$ cat src/rtl/cpu_pkg.sv
// -----------------------------------------------------------------------------
// cpu_pkg
// Shared definitions for the 4-bit CPU control path:
//   - opcode constants (instruction bits [7:4])
//   - bus selector codes driven onto the shared 4-bit bus
//   - ALU operation codes
//   - sequencer state enum
//   - packed load-strobe vector {a, b, rout, out}
// -----------------------------------------------------------------------------
package cpu_pkg;

   localparam logic [3:0] OP_NOP    = 4'h0;
   localparam logic [3:0] OP_IN_A   = 4'h1;
   localparam logic [3:0] OP_IN_B   = 4'h2;
   localparam logic [3:0] OP_ADD    = 4'h3;
   localparam logic [3:0] OP_OUT    = 4'h4;
   localparam logic [3:0] OP_MOV_A  = 4'h5;
   localparam logic [3:0] OP_LDC3_A = 4'h6;
   localparam logic [3:0] OP_JMP    = 4'h7;
   localparam logic [3:0] OP_SUB    = 4'h8;
   localparam logic [3:0] OP_JZ     = 4'h9;
   localparam logic [3:0] OP_HLT    = 4'hF;

   localparam logic [2:0] BUS_SW   = 3'b000;
   localparam logic [2:0] BUS_ROUT = 3'b011;
   localparam logic [2:0] BUS_K3   = 3'b101;
   localparam logic [2:0] BUS_NONE = 3'b111;

   localparam logic [1:0] ALU_ADD = 2'b00;
   localparam logic [1:0] ALU_SUB = 2'b01;

   typedef enum logic [2:0] {
      ST_IDLE,
      ST_FETCH,
      ST_DECODE,
      ST_EXEC,
      ST_WAIT_SW,
      ST_HALTED
   } state_e;

   typedef struct packed {
      logic a;
      logic b;
      logic rout;
      logic out;
   } ld_t;

endpackage

$ cat src/rtl/cpu_decoder.sv
// -----------------------------------------------------------------------------
// cpu_decoder
// Purely combinational opcode decoder. Produces the datapath controls an
// instruction would issue plus classification flags used by the sequencer.
// For IN_A/IN_B the bus/load outputs describe the transfer that happens once
// the switch handshake completes.
// Ports:
//   opcode   in  4  instruction bits [7:4]
//   bus_sel  out 3  bus source code
//   alu_op   out 2  ALU operation
//   ld       out 4  load strobes {a, b, rout, out}, at most one set
//   is_in    out 1  instruction waits for the switch handshake
//   is_jmp   out 1  unconditional jump
//   is_jz    out 1  jump if zero
//   is_hlt   out 1  halt
//   illegal  out 1  undefined opcode
// -----------------------------------------------------------------------------
module cpu_decoder
   import cpu_pkg::*;
(
   input  logic [3:0] opcode,
   output logic [2:0] bus_sel,
   output logic [1:0] alu_op,
   output ld_t        ld,
   output logic       is_in,
   output logic       is_jmp,
   output logic       is_jz,
   output logic       is_hlt,
   output logic       illegal
);

   always_comb begin
      bus_sel = BUS_NONE;
      alu_op  = ALU_ADD;
      ld      = '0;
      is_in   = 1'b0;
      is_jmp  = 1'b0;
      is_jz   = 1'b0;
      is_hlt  = 1'b0;
      illegal = 1'b0;
      case (opcode)
         OP_NOP: ;
         OP_IN_A: begin
            bus_sel = BUS_SW;
            ld.a    = 1'b1;
            is_in   = 1'b1;
         end
         OP_IN_B: begin
            bus_sel = BUS_SW;
            ld.b    = 1'b1;
            is_in   = 1'b1;
         end
         OP_ADD: begin
            alu_op  = ALU_ADD;
            ld.rout = 1'b1;
         end
         OP_SUB: begin
            alu_op  = ALU_SUB;
            ld.rout = 1'b1;
         end
         OP_OUT: begin
            bus_sel = BUS_ROUT;
            ld.out  = 1'b1;
         end
         OP_MOV_A: begin
            bus_sel = BUS_ROUT;
            ld.a    = 1'b1;
         end
         OP_LDC3_A: begin
            bus_sel = BUS_K3;
            ld.a    = 1'b1;
         end
         OP_JMP:  is_jmp  = 1'b1;
         OP_JZ:   is_jz   = 1'b1;
         OP_HLT:  is_hlt  = 1'b1;
         default: illegal = 1'b1;
      endcase
   end

endmodule

$ cat src/rtl/cpu_control_unit.sv
// -----------------------------------------------------------------------------
// cpu_control_unit
// Fetch/decode/execute sequencer for the 4-bit CPU. Reads instructions from a
// synchronous ROM (data one cycle after the address) and issues registered
// control strobes for exactly one cycle after each execute decision.
// Ports:
//   clk, rst          clock (rising edge), asynchronous active-high reset
//   run               start request, looked at only while idle
//   imem_addr         ROM address (always equals pc)
//   imem_data         ROM data: [7:4] opcode, [3:0] operand
//   sw_valid, sw_ack  switch-input handshake
//   zero_flag         datapath flag, rout == 0
//   bus_selector      shared bus source (111 = none)
//   alu_op            ALU operation, meaningful with ld_rout
//   ld_a/ld_b/ld_rout/ld_out  register load strobes
//   pc                program counter
//   halted            high once a HLT has executed
//   illegal_op        one-cycle pulse on an undefined opcode
// -----------------------------------------------------------------------------
module cpu_control_unit
   import cpu_pkg::*;
#(
   parameter int                   PC_WIDTH = 4,
   parameter logic [PC_WIDTH-1:0]  RESET_PC = '0
) (
   input  logic                clk,
   input  logic                rst,
   input  logic                run,
   output logic [PC_WIDTH-1:0] imem_addr,
   input  logic [7:0]          imem_data,
   input  logic                sw_valid,
   output logic                sw_ack,
   input  logic                zero_flag,
   output logic [2:0]          bus_selector,
   output logic [1:0]          alu_op,
   output logic                ld_a,
   output logic                ld_b,
   output logic                ld_rout,
   output logic                ld_out,
   output logic [PC_WIDTH-1:0] pc,
   output logic                halted,
   output logic                illegal_op
);

   state_e              state_q, state_d;
   logic [PC_WIDTH-1:0] pc_q, pc_d;
   logic [7:0]          ir_q, ir_d;
   logic [2:0]          bus_q, bus_d;
   logic [1:0]          alu_q, alu_d;
   ld_t                 ld_q, ld_d;
   logic                sw_ack_q, sw_ack_d;
   logic                illegal_q, illegal_d;

   logic [2:0] dec_bus;
   logic [1:0] dec_alu;
   ld_t        dec_ld;
   logic       dec_is_in, dec_is_jmp, dec_is_jz, dec_is_hlt, dec_illegal;

   logic [PC_WIDTH-1:0] pc_inc;
   logic [PC_WIDTH-1:0] operand;

   cpu_decoder u_decoder (
      .opcode  (ir_q[7:4]),
      .bus_sel (dec_bus),
      .alu_op  (dec_alu),
      .ld      (dec_ld),
      .is_in   (dec_is_in),
      .is_jmp  (dec_is_jmp),
      .is_jz   (dec_is_jz),
      .is_hlt  (dec_is_hlt),
      .illegal (dec_illegal)
   );

   // Natural-width increment wraps the last ROM slot back to address 0.
   assign pc_inc  = pc_q + PC_WIDTH'(1);
   assign operand = PC_WIDTH'(ir_q[3:0]);

   always_comb begin
      state_d   = state_q;
      pc_d      = pc_q;
      ir_d      = ir_q;
      bus_d     = BUS_NONE;
      alu_d     = ALU_ADD;
      ld_d      = '0;
      sw_ack_d  = 1'b0;
      illegal_d = 1'b0;
      case (state_q)
         ST_IDLE: begin
            if (run) state_d = ST_FETCH;
         end
         ST_FETCH: begin
            state_d = ST_DECODE;
         end
         ST_DECODE: begin
            // ROM output now reflects the address presented during FETCH.
            ir_d    = imem_data;
            state_d = ST_EXEC;
         end
         ST_EXEC: begin
            if (dec_is_hlt) begin
               state_d = ST_HALTED;
            end else if (dec_is_in) begin
               // The bus transfer is deferred until the switch is valid.
               state_d = ST_WAIT_SW;
            end else begin
               state_d   = ST_FETCH;
               bus_d     = dec_bus;
               alu_d     = dec_alu;
               ld_d      = dec_ld;
               illegal_d = dec_illegal;
               if (dec_is_jmp || (dec_is_jz && zero_flag)) pc_d = operand;
               else                                        pc_d = pc_inc;
            end
         end
         ST_WAIT_SW: begin
            if (sw_valid) begin
               bus_d    = dec_bus;
               ld_d     = dec_ld;
               sw_ack_d = 1'b1;
               pc_d     = pc_inc;
               state_d  = ST_FETCH;
            end
         end
         ST_HALTED: ;
         default: state_d = ST_IDLE;
      endcase
   end

   always_ff @(posedge clk or posedge rst) begin
      if (rst) begin
         state_q   <= ST_IDLE;
         pc_q      <= RESET_PC;
         ir_q      <= '0;
         bus_q     <= BUS_NONE;
         alu_q     <= ALU_ADD;
         ld_q      <= '0;
         sw_ack_q  <= 1'b0;
         illegal_q <= 1'b0;
      end else begin
         state_q   <= state_d;
         pc_q      <= pc_d;
         ir_q      <= ir_d;
         bus_q     <= bus_d;
         alu_q     <= alu_d;
         ld_q      <= ld_d;
         sw_ack_q  <= sw_ack_d;
         illegal_q <= illegal_d;
      end
   end

   assign imem_addr    = pc_q;
   assign pc           = pc_q;
   assign bus_selector = bus_q;
   assign alu_op       = alu_q;
   assign ld_a         = ld_q.a;
   assign ld_b         = ld_q.b;
   assign ld_rout      = ld_q.rout;
   assign ld_out       = ld_q.out;
   assign sw_ack       = sw_ack_q;
   assign illegal_op   = illegal_q;
   assign halted       = (state_q == ST_HALTED);

endmodule

$ cat config.mk
export PLATFORM = sky130hd
export DESIGN_NAME = cpu_control_unit
export DESIGN_NICKNAME = d
export VERILOG_FILES = /design/src/rtl/cpu_pkg.sv /design/src/rtl/cpu_decoder.sv /design/src/rtl/cpu_control_unit.sv
export SDC_FILE = /design/constraint.sdc
export NUM_CORES = 1
export LEC_CHECK = 0
export ABC_CLOCK_PERIOD_IN_PS = 1700
export CORE_ASPECT_RATIO = 0.7
export CORE_UTILIZATION = 40
export CTS_CLUSTER_DIAMETER = 200
export CTS_CLUSTER_SIZE = 24
export DETAILED_ROUTE_END_ITERATION = 6
export GPL_TIMING_DRIVEN = 0
export PLACE_DENSITY = 0.67
export SYNTH_ARGS = -nofsm -noshare
export SYNTH_HDL_FRONTEND = slang
export SYNTH_SLANG_ARGS = --single-unit
$ cat constraint.sdc
create_clock -name clk -period 1.7 [get_ports clk]
set_clock_uncertainty 0.05 [all_clocks]
set_input_delay 0.34 -clock clk [delete_from_list [all_inputs] [get_ports clk]]
set_output_delay 0.34 -clock clk [all_outputs]
set_load 0.005 [all_outputs]
Word-level counts from Yosys, hierarchy flattened. Cells that the tools add are included.

Flip-flop bits (word level): 26. Bits of input ports: 13.

$add $sub $neg: 1. Equality and inequality tests: 19. Muxes and demuxes: 37. Bitwise operators: 1. Reduce and logical (&&, ||, !) cells: 12.

Operators by type and width (number): 2-to-1 mux 4 bit (7); 2-to-1 mux 3 bit (7); one-hot mux 3 bit (6 select lines) (1); == test 4 x 3 -> 1 bit (second input constant) (4); one-hot mux 4 bit (2 select lines) (2); 2-to-1 mux 1 bit (15); == test 4 bit (second input constant) (3); OR reduction 11 bit (1); one-hot mux 3 bit (3 select lines) (1); == test 4 x 2 -> 1 bit (second input constant) (2); inequality test 2 bit (second input constant) (4); == test 3 x 2 -> 1 bit (second input constant) (2); == test 3 bit (second input constant) (2); 2-to-1 mux 2 bit (3); one-hot mux 3 bit (2 select lines) (1); OR reduction 2 bit (3); adder 4 x 1 -> 4 bit (second input constant) (1); == test 4 x 1 -> 1 bit (second input constant) (1); zero test 4 bit (1); AND reduction 4 bit (1); == test 3 x 1 -> 1 bit (second input constant) (1); zero test 3 bit (1); AND reduction 3 bit (1); OR reduction 3 bit (1); 4 further kinds (4).

Logic depth before layout (Yosys ltp). Gate-level depths: netlist of the first run.

Depth in word-level cells: 8. Mapped depth: 6.

Cells and area by module. A second synthesis of the first run with hierarchy kept.

Cells, all modules: 120. Area, all modules: 1323.8 um^2.

By module, submodules not included: cpu_control_unit (instances 1, cells each 94, area an instance 1139.8 um^2, seq. area each 654.4 um^2); cpu_decoder (instances 1, cells each 26, area an instance 183.9 um^2, seq. area each 0.0 um^2).

Worst setup path before layout of the first run. Ideal clock, no wire load.

Path type: register -> register. From: register state_q[0]. To: register bus_q[2], in the netlist bus_selector[2]. Arrival time: 1.388 ns. Slack: 0.179 ns. Cell stages (with the launch flop): 7. Period minus slack after synthesis: 1.521 ns. Cells stage by stage: dfrtp_1 > buf_2 > and4bb_2 > buf_2 > o21ai_0 > a211oi_1 > nor2_1.

Longest elaborated chain between the ends: 2. Elaborated cells between the ends (all ways): 3. Classes of those cells: eq/ne (2); mux (1).

RTL lines: start, declared (line cpu_control_unit.sv:45) `state_e state_q, state_d;`; start signal, assigned (line cpu_control_unit.sv:140) `state_q <= state_d;`; == test 3 bit or == test 3 x 2 -> 1 bit (tied branches) (line cpu_control_unit.sv:87) `case (state_q)`; one-hot mux 3 bit (2 select lines) (*) (line cpu_control_unit.sv:87); net bus_d[2] (line cpu_control_unit.sv:48) `logic [2:0] bus_q, bus_d;`; end signal, assigned (line cpu_control_unit.sv:143) `bus_q <= bus_d;`; end, declared (line cpu_control_unit.sv:48).

Mark *: on every way through the listed nets, which the timed path passes. The rest lies on a longest branch. A chain may end at the register's enable or synchronous reset.

Worst setup path in the final report of the first run.
From: register ir_q[5]. To: register pc_q[3], in the netlist imem_addr[3].

Longest elaborated chain between the ends: 8. Elaborated cells between the ends (all ways): 19. Classes of those cells: eq/ne (7); mux (8); reduce/logical (4).

RTL lines: start, declared (line cpu_control_unit.sv:47) `logic [7:0] ir_q, ir_d;`; start signal, assigned (line cpu_control_unit.sv:142) `ir_q <= ir_d;`; == test 4 bit (line cpu_decoder.sv:41) `case (opcode)`; 2-to-1 mux 1 bit (line cpu_decoder.sv:41); logical AND 1 bit (line cpu_control_unit.sv:111) `if (dec_is_jmp || (dec_is_jz && zero_flag)) pc_d = operand;`; logical OR 1 bit (line cpu_control_unit.sv:111); 2-to-1 mux 4 bit (line cpu_control_unit.sv:111); 2-to-1 mux 4 bit (line cpu_control_unit.sv:102) `end else if (dec_is_in) begin`; 2-to-1 mux 4 bit (line cpu_control_unit.sv:100) `if (dec_is_hlt) begin`; one-hot mux 4 bit (2 select lines) (line cpu_control_unit.sv:87); end signal, assigned (line cpu_control_unit.sv:141) `pc_q <= pc_d;`; end, declared (line cpu_control_unit.sv:46) `logic [PC_WIDTH-1:0] pc_q, pc_d;`.

Several ways; a longest one is shown, not always the timed one. The select of a mux whose other input is x is not followed.

==> impl_results.rst, run 1 <==
.. list-table::
   :header-rows: 1

   * - Metric
     - Value
   * - Count of flip-flops with a built-in enable after synthesis
     - 0
   * - DR vias/cell
     - 5.17
   * - Starting Density
     - 44.0%
   * - Area used by multi-input combinational logic
     - 604 um2
   * - Count of nets after finishing
     - 174
   * - Least-Margin Pin Slew
     - 0.906 ns
   * - Final count of pins violating max slew
     - 0
   * - Total routing resource utilization after global routing
     - 17.2%
   * - Top cell type's share of synthesized area
     - 42.5%
   * - R2r endpoint
     - imem_addr[3]
   * - Critical Path RT
     - 1.83 ns
   * - Max Fclk
     - 604 MHz
   * - Sort of element at the start of the critical path
     - flop
   * - Portion of the clock cycle consumed by the worst path in the final layout
     - 97.5%
   * - Worst rel slew slack
     - 39.6%
   * - Placed instance count
     - 184
   * - Kind of capture point of the worst setup path
     - flop
   * - Cells along the critical path
     - xnor2_1 > o311a_4 > or2_4 > o2bb2a_4
   * - Buffer levels on the longest clock path
     - 2
   * - Syn-to-layout area delta
     - 39.1%
   * - Power density over the cells
     - 1760 mW/mm2
   * - Min-Delay Path Class
     - flop to flop
   * - Count of port buffers added during placement
     - 31
   * - Clock transition at the registers of the reported paths
     - 0.09 ns
   * - Mean post-synth cell area
     - 11.1 um2
   * - # diodes
     - 0
   * - DRC violations left
     - 0
   * - CTS buffer count
     - 3
   * - Final RePlAce weighted congestion
     - 0.761
   * - First-pass GRT wire length
     - 4650 um
   * - Cell family with the largest share of critical-path delay
     - XOR/XNOR gates
   * - Clock insertion delay at the later pin of the skew report
     - 0.28 ns
   * - WP depth
     - 4
   * - Critical path origin
     - ir_q[5]
   * - Worst Path Class, Setup
     - flop to flop
   * - Number of fillers in the final layout
     - 228
   * - Vias
     - 1009
   * - Number of library cell types mapped by synthesis
     - 43
   * - Share of synthesized area occupied by flip-flops and latches
     - 48.6%
   * - Number of antenna violations at the first check in global routing
     - 0
   * - Placement Rows
     - 16
   * - TritonCTS clock tree
     - built
   * - Count of placed standard cells in the final layout, fillers left out
     - 195
   * - Layout cells sized above 1
     - 27.7%
   * - Via count of the first global-routing pass
     - 947
   * - Sum of net half-perimeters after detailed placement
     - 1900 um
   * - Number of nets produced by synthesis
     - 131
   * - 1st-pass router iterations
     - 4
   * - Final critical path time including I/O delays and setup
     - 1.66 ns
   * - Status
     - finished, final reports clean
   * - CTS HTree Levels
     - 1
   * - Maximum net fanout on the critical path
     - 6
   * - Post-synth ARST share
     - 100%
   * - Final number of setup-violating endpoints
     - 0
   * - Worst setup path endpoint
     - imem_addr[3]
   * - Core box area
     - 0.00294 mm2
   * - Ys Warns
     - 0
   * - Top cell type by total area after synthesis
     - dfrtp_1
   * - Cell chosen for the clock root
     - clkbuf_8
   * - Die area
     - 0.00348 mm2
   * - Unrepaired setup endpoints after global routing
     - yes
   * - Slowest cell on the critical path
     - xnor2_1
   * - Synth area leaders
     - dfrtp_1 (42%), mux2_2 (6.9%), dfstp_2 (6.1%), buf_4 (2.9%), nand2b_1 (2.4%)
   * - Count of pins on the block boundary
     - 33
   * - Max-capacitance violation count
     - 0
   * - RR Startpoint
     - ir_q[5]
   * - Leakage dissipation
     - 0.773 nW
   * - Clock sink count
     - 25
   * - Final ANT Viol Nets
     - 0
   * - Worst IR Drop VDD
     - 1090 uV
   * - Buf/Inv on CP
     - 0
   * - Power after layout
     - 3.17 mW
   * - Pin count of the biggest net entering global routing
     - 26
   * - Setup slack on the worst flop-to-flop path
     - 0.04 ns
   * - DR iter-0 viols
     - 57
   * - Number of storage elements in the synthesis netlist
     - 25
   * - Aggregate routed wire length
     - 2690 um
   * - Die outline height
     - 49.6 um
   * - Post-Syn Instances
     - 117
   * - Post-DR wirelength/cell
     - 13.8 um
   * - CP max stage delay
     - 0.49 ns
   * - Worst reg2reg path depth
     - 4
   * - Flip-flop and latch area
     - 632 um2
   * - Cell Area, Synth
     - 0.00130 mm2
   * - Die W
     - 70.0 um
   * - Overall overflow remaining after global route
     - 0
   * - Data arrival time at the worst-slack endpoint
     - 1.78 ns
   * - Count of endpoints failing hold in the final timing report
     - 0
   * - Post-synth top flop
     - dfrtp_1
## synth_stat cells (3+ instances only)
master	count
nor3_1	4
nor2_1	7
mux2_2	8
buf_2	4
nand2_1	6
clkbuf_1	4
inv_1	3
buf_4	5
mux2i_1	3
o22ai_1	3
dfstp_2	3
nand2b_1	5
dfrtp_1	22
## routing by layer
layer  part of all wire [%]  GRT usage, %  up-vias
met4                   0.37          4.00        0
met2                     46          27.2       21
li1                       -             -      498
met5                      0             0        -
met3                    4.5          5.32        2
met1                     50          23.1      488
## state kept, by name, summed over array words and instances (netlist names)
name / cells
alu_op: 1
bus_selector: 3
illegal_op: 1
imem_addr: 4
ir_q: 8
ld_a: 1
ld_b: 1
ld_out: 1
ld_rout: 1
state_q: 3
sw_ack: 1
## kinds of logic (layout without fill, tap and decap cells)
kind of cell / Yosys count / count (layout) / synth area share (%)
flops: 25 / 25 / 48.6
other cells: 1 / 1 / 0.289
compound gates: 24 / 24 / 16.7
simple gates: 37 / 37 / 16.4
mux: 11 / 11 / 9.27
xor+xnor: 2 / 2 / 1.35
fa+ha+maj: 1 / 1 / 0.965
buf+inv: 16 / 58 / 6.47
## timing repair
item | 4_1_cts | 5_1_grt
gates resized for setup | 7 | 12
pin swaps | 0 | 3
hold buffers | 0 | 0
endpoints found under the setup margin | 5 | 19
setup buffers | 5 | 2
## metrics by stage
step | TNS [ns] | util (%) | setup slack, ns | hold WS [ns] | area [um2]
CTS | 0 | 59.5 | 0.00232 | 0.466 | 1750
detailed placement | -0.902 | 56.1 | -0.247 | 0.446 | 1650
floorplan | 0 | - | 0.179 | 0.315 | 1300
finish | 0 | 61.3 | 0.0433 | 0.462 | 1800
global route | -0.00712 | 61.3 | -0.00712 | 0.478 | 1800
global placement | -0.929 | 56.1 | -0.257 | 0.447 | 1650
## cells in the final DEF (no fill, tap or decap), types with 4 or more instances in the layout
master	instances
dfrtp_1	20
buf_4	13
nor3_1	4
dlymetal6s2s_1	6
nand2_1	6
nand2b_1	4
clkdlybuf4s50_1	24
nor2_1	7
mux2_2	8
## worst register-to-register path: cells and delay by family, from the launching register on
family	cells	cell delay, ns
flops	1	0.45
simple gates	1	0.14
compound gates	2	0.43
xor+xnor	1	0.49
## worst min-delay path by stage
stage	startpoint	endpoint	cells past startpoint
after floorplan	rst	alu_op[0]	1
after global placement	ir_q[2]	ir_q[2]	1
after detailed placement	ir_q[2]	ir_q[2]	1
after CTS	ir_q[2]	ir_q[2]	1
after global routing	ir_q[2]	ir_q[2]	1
final	ir_q[2]	ir_q[2]	1
## final cells by class
class                      instances  share of cell area (%)
tap                               36                    2.50
inverter                           3                   0.625
buffer                            13                    4.72
sequential                        25                    35.0
multi-input combinational         76                    33.5
clock inverter                     1                   0.416
timing repair buffer              38                    20.9
clock buffer                       3                    2.29
## report_power, final
group          switching (mW)  internal, mW
registers               0.181         0.821
clock network           0.195         0.167
logic                   0.805          1.00
No activity file was read; power rests on OpenSTA's default activity.
==> run 2, diff against run 1 <==
- SETUP_SLACK_MARGIN: not set -> 0.3
==> run 2 against run 1 <==
Effect of this change: wire length is 15% higher; global-route usage is 1.8 points higher; flip-flop and latch count stayed put; utilization is 7.4 points higher; power is 19% higher; worst setup slack better by 0.075 ns; via count is 11% higher; sequential share of layout area is 3.6 points lower; final area is 12% higher; sequential power hardly changed; hold slack worse by 0.057 ns; critical path type unchanged; largest power group unchanged; highest routed layer unchanged.
==> impl_results.rst, run 2 (same netlist as run 1, synthesis figures left out) <==
.. list-table::
   :header-rows: 1

   * - Metric
     - Value
   * - Buffer levels on the longest clock path
     - 2 (unchanged)
   * - Vias
     - 1119 (+11%)
   * - First-pass GRT wire length
     - 5160 um (+11%)
   * - Critical Path RT
     - 1.87 ns (+0.04 ns)
   * - Number of antenna violations at the first check in global routing
     - 0 (unchanged)
   * - Flip-flop and latch area
     - 636 um2 (+0.59%)
   * - Count of pins on the block boundary
     - 33 (unchanged)
   * - Buf/Inv on CP
     - 0 (unchanged)
   * - Number of fillers in the final layout
     - 216 (-5.3%)
   * - Via count of the first global-routing pass
     - 1072 (+13%)
   * - Die outline height
     - 49.6 um (unchanged)
   * - Final hold slack
     - 0.405 ns (-0.0566 ns)
   * - Max Fclk
     - 632 MHz (+4.7%)
   * - CTS buffer count
     - 3 (unchanged)
   * - Min-Delay Path Class
     - input port to asynchronous set/reset pin
   * - Final number of setup-violating endpoints
     - 0 (unchanged)
   * - Starting Density
     - 44.0% (unchanged)
   * - Worst Path Class, Setup
     - flop to flop
   * - Final critical path time including I/O delays and setup
     - 1.58 ns (-0.0749 ns)
   * - Most common cell after layout, fill and taps aside
     - buf_4
   * - # diodes
     - 0 (unchanged)
   * - Utilization after layout
     - 68.7% (+7.4 points)
   * - Top register by number of flip-flops
     - ir_q
   * - Die area
     - 0.00348 mm2 (unchanged)
   * - Count of port buffers added during placement
     - 31 (unchanged)
   * - Leakage dissipation
     - 0.923 nW (+19%)
   * - Aggregate routed wire length
     - 3090 um (+15%)
   * - Cell family with the largest share of critical-path delay
     - compound AO/OA/AOI/OAI gates
   * - DRC violations left
     - 0 (unchanged)
   * - Unrepaired setup endpoints after global routing
     - yes
   * - TritonCTS clock tree
     - built
   * - Count of endpoints failing hold in the final timing report
     - 0 (unchanged)
   * - Kind of capture point of the worst setup path
     - flop
   * - Cell chosen for the clock root
     - clkbuf_8
   * - Final RePlAce weighted congestion
     - 0.764 (+0.33%)
   * - CP max stage delay
     - 0.46 ns (-0.03 ns)
   * - Commonest cells after routing, fill and taps aside
     - buf_4 (20), dfrtp_1 (17), buf_6 (12), dlygate4sd2_1 (12), clkdlybuf4s50_1 (11)
   * - Overall overflow remaining after global route
     - 0 (unchanged)
   * - Flip-flop count of the largest register after layout
     - 8 (unchanged)
   * - CTS HTree Levels
     - 1 (unchanged)
   * - Placement Rows
     - 16 (unchanged)
   * - 1st-pass router iterations
     - 4 (unchanged)
   * - DR vias/cell
     - 5.35 (+3.5%)
   * - Count of nets after finishing
     - 188 (+8.0%)
   * - Slowest cell on the critical path
     - dfrtp_2
   * - Portion of the clock cycle consumed by the worst path in the final layout
     - 93.0% (-4.4 points)
   * - DR iter-0 viols
     - 41 (-28%)
   * - Die W
     - 70.0 um (unchanged)
   * - Least-Margin Pin Slew
     - 0.527 ns (-0.379 ns)
   * - Power density over the cells
     - 1860 mW/mm2 (+5.7%)
   * - Maximum net fanout on the critical path
     - 6 (unchanged)
   * - Clock insertion delay at the later pin of the skew report
     - 0.27 ns (about the same)
   * - Syn-to-layout area delta
     - 55.9%
   * - Sort of element at the start of the critical path
     - flop
   * - Total routing resource utilization after global routing
     - 19.0% (+1.8 points)
   * - Pin count of the biggest net entering global routing
     - 26 (unchanged)
   * - Status
     - finished, final reports clean
   * - Final count of pins violating max slew
     - 0 (unchanged)
   * - Final ANT Viol Nets
     - 0 (unchanged)
   * - Core box area
     - 0.00294 mm2 (unchanged)
   * - Sum of net half-perimeters after detailed placement
     - 1920 um (+0.85%)
   * - Data arrival time at the worst-slack endpoint
     - 1.75 ns (-0.03 ns)
   * - Clock sink count
     - 25 (unchanged)
   * - Layout cells sized above 1
     - 49.7% (+22 points)
   * - Area used by multi-input combinational logic
     - 704 um2 (+17%)
   * - Cells along the critical path
     - xnor2_2 > o311a_4 > or2_4 > o2bb2a_4
   * - Worst rel slew slack
     - 64.8% (+25 points)
   * - Worst IR Drop VDD
     - 760 uV (-30%)
   * - Post-DR wirelength/cell
     - 14.8 um (+7.1%)
   * - Clock transition at the registers of the reported paths
     - 0.08 ns (about the same)
   * - Max-capacitance violation count
     - 0 (unchanged)
-- run 2: changes by cell type in the layout (fill, tap and decap cells not counted), sizes merged --
cell,previous run,this run
clkinv,0,1
clkdlybuf4s15,0,1
dlymetal6s2s,6,0
buf,15,37
dlygate4sd2,1,12
clkdlybuf4s50,24,11
inv,3,2
clkbuf,8,7
-- run 2: through the flow --
stage | setup TNS, ns | total power [mW] | instances | setup WS (ns) | cell area [um2]
3_3_place_gp | -0.670 | 2.59 | 184 | -0.199 | 1660
6_report | 0 | 3.76 | 209 | 0.118 | 2020
3_5_place_dp | -0.748 | 2.64 | 184 | -0.186 | 1660
2_1_floorplan | 0 | 2.12 | 117 | 0.214 | 1300
5_1_grt | 0 | 4.03 | 209 | 0.0501 | 2020
4_1_cts | 0 | 3.43 | 203 | 0.117 | 1910
-- run 2: cell type report --
cell class	instances	share of cell area (%)
multi-input cells	76	34.9
flip-flops and latches	25	31.5
repair buffers	52	22.0
plain buffers	13	6.38
well taps	36	2.23
clock buffers	3	2.04
inverters	3	0.743
clock inverters	1	0.248
-- run 2: worst reg2reg max path: stages (launching register included) --
cell and delay, ns:
dfrtp_2 0.46, xnor2_2 0.21, o311a_4 0.36, or2_4 0.26
o2bb2a_4 0.19
-- run 2: final timing paths --
| kind | depth (start not counted) | slack (ns) | end | startpoint |
|---|---|---|---|---|
| worst min register to register | 1 | 0.47 | ir_q[2] | ir_q[2] |
| worst max-delay path | 4 | 0.12 | imem_addr[3] | ir_q[5] |
| max in group asynchronous | 2 | 0.86 | ir_q[7] | rst |
| min in group clk | 2 | 0.42 | state_q[2] | sw_valid |
| worst max register to register | 4 | 0.12 | imem_addr[3] | ir_q[5] |
| worst min-delay path | 2 | 0.41 | imem_addr[3] | rst |
-- run 2: layer usage --
metal / up-vias / share of wire, % / global-route usage (%)
li1: 531 / - / -
met4: 0 / 0.42 / 4.33
met2: 41 / 46 / 31.1
met1: 545 / 48 / 24.8
met5: - / 0 / 0
met3: 2 / 5.7 / 5.73
-- run 2: repair_timing --
item | in CTS | in global routing
resized for setup | 73 | 28
hold buffers | 0 | 0
buffers inserted | 15 | 6
setup endpoints to repair | 40 | 40
pin swaps | 7 | 2
-- run 2: where the power goes --
| part | internal [mW] | switching [mW] |
|---|---|---|
| clock network | 0.164 | 0.183 |
| logic | 1.38 | 1.00 |
| registers | 0.829 | 0.194 |
| total | 2.38 | 1.38 |
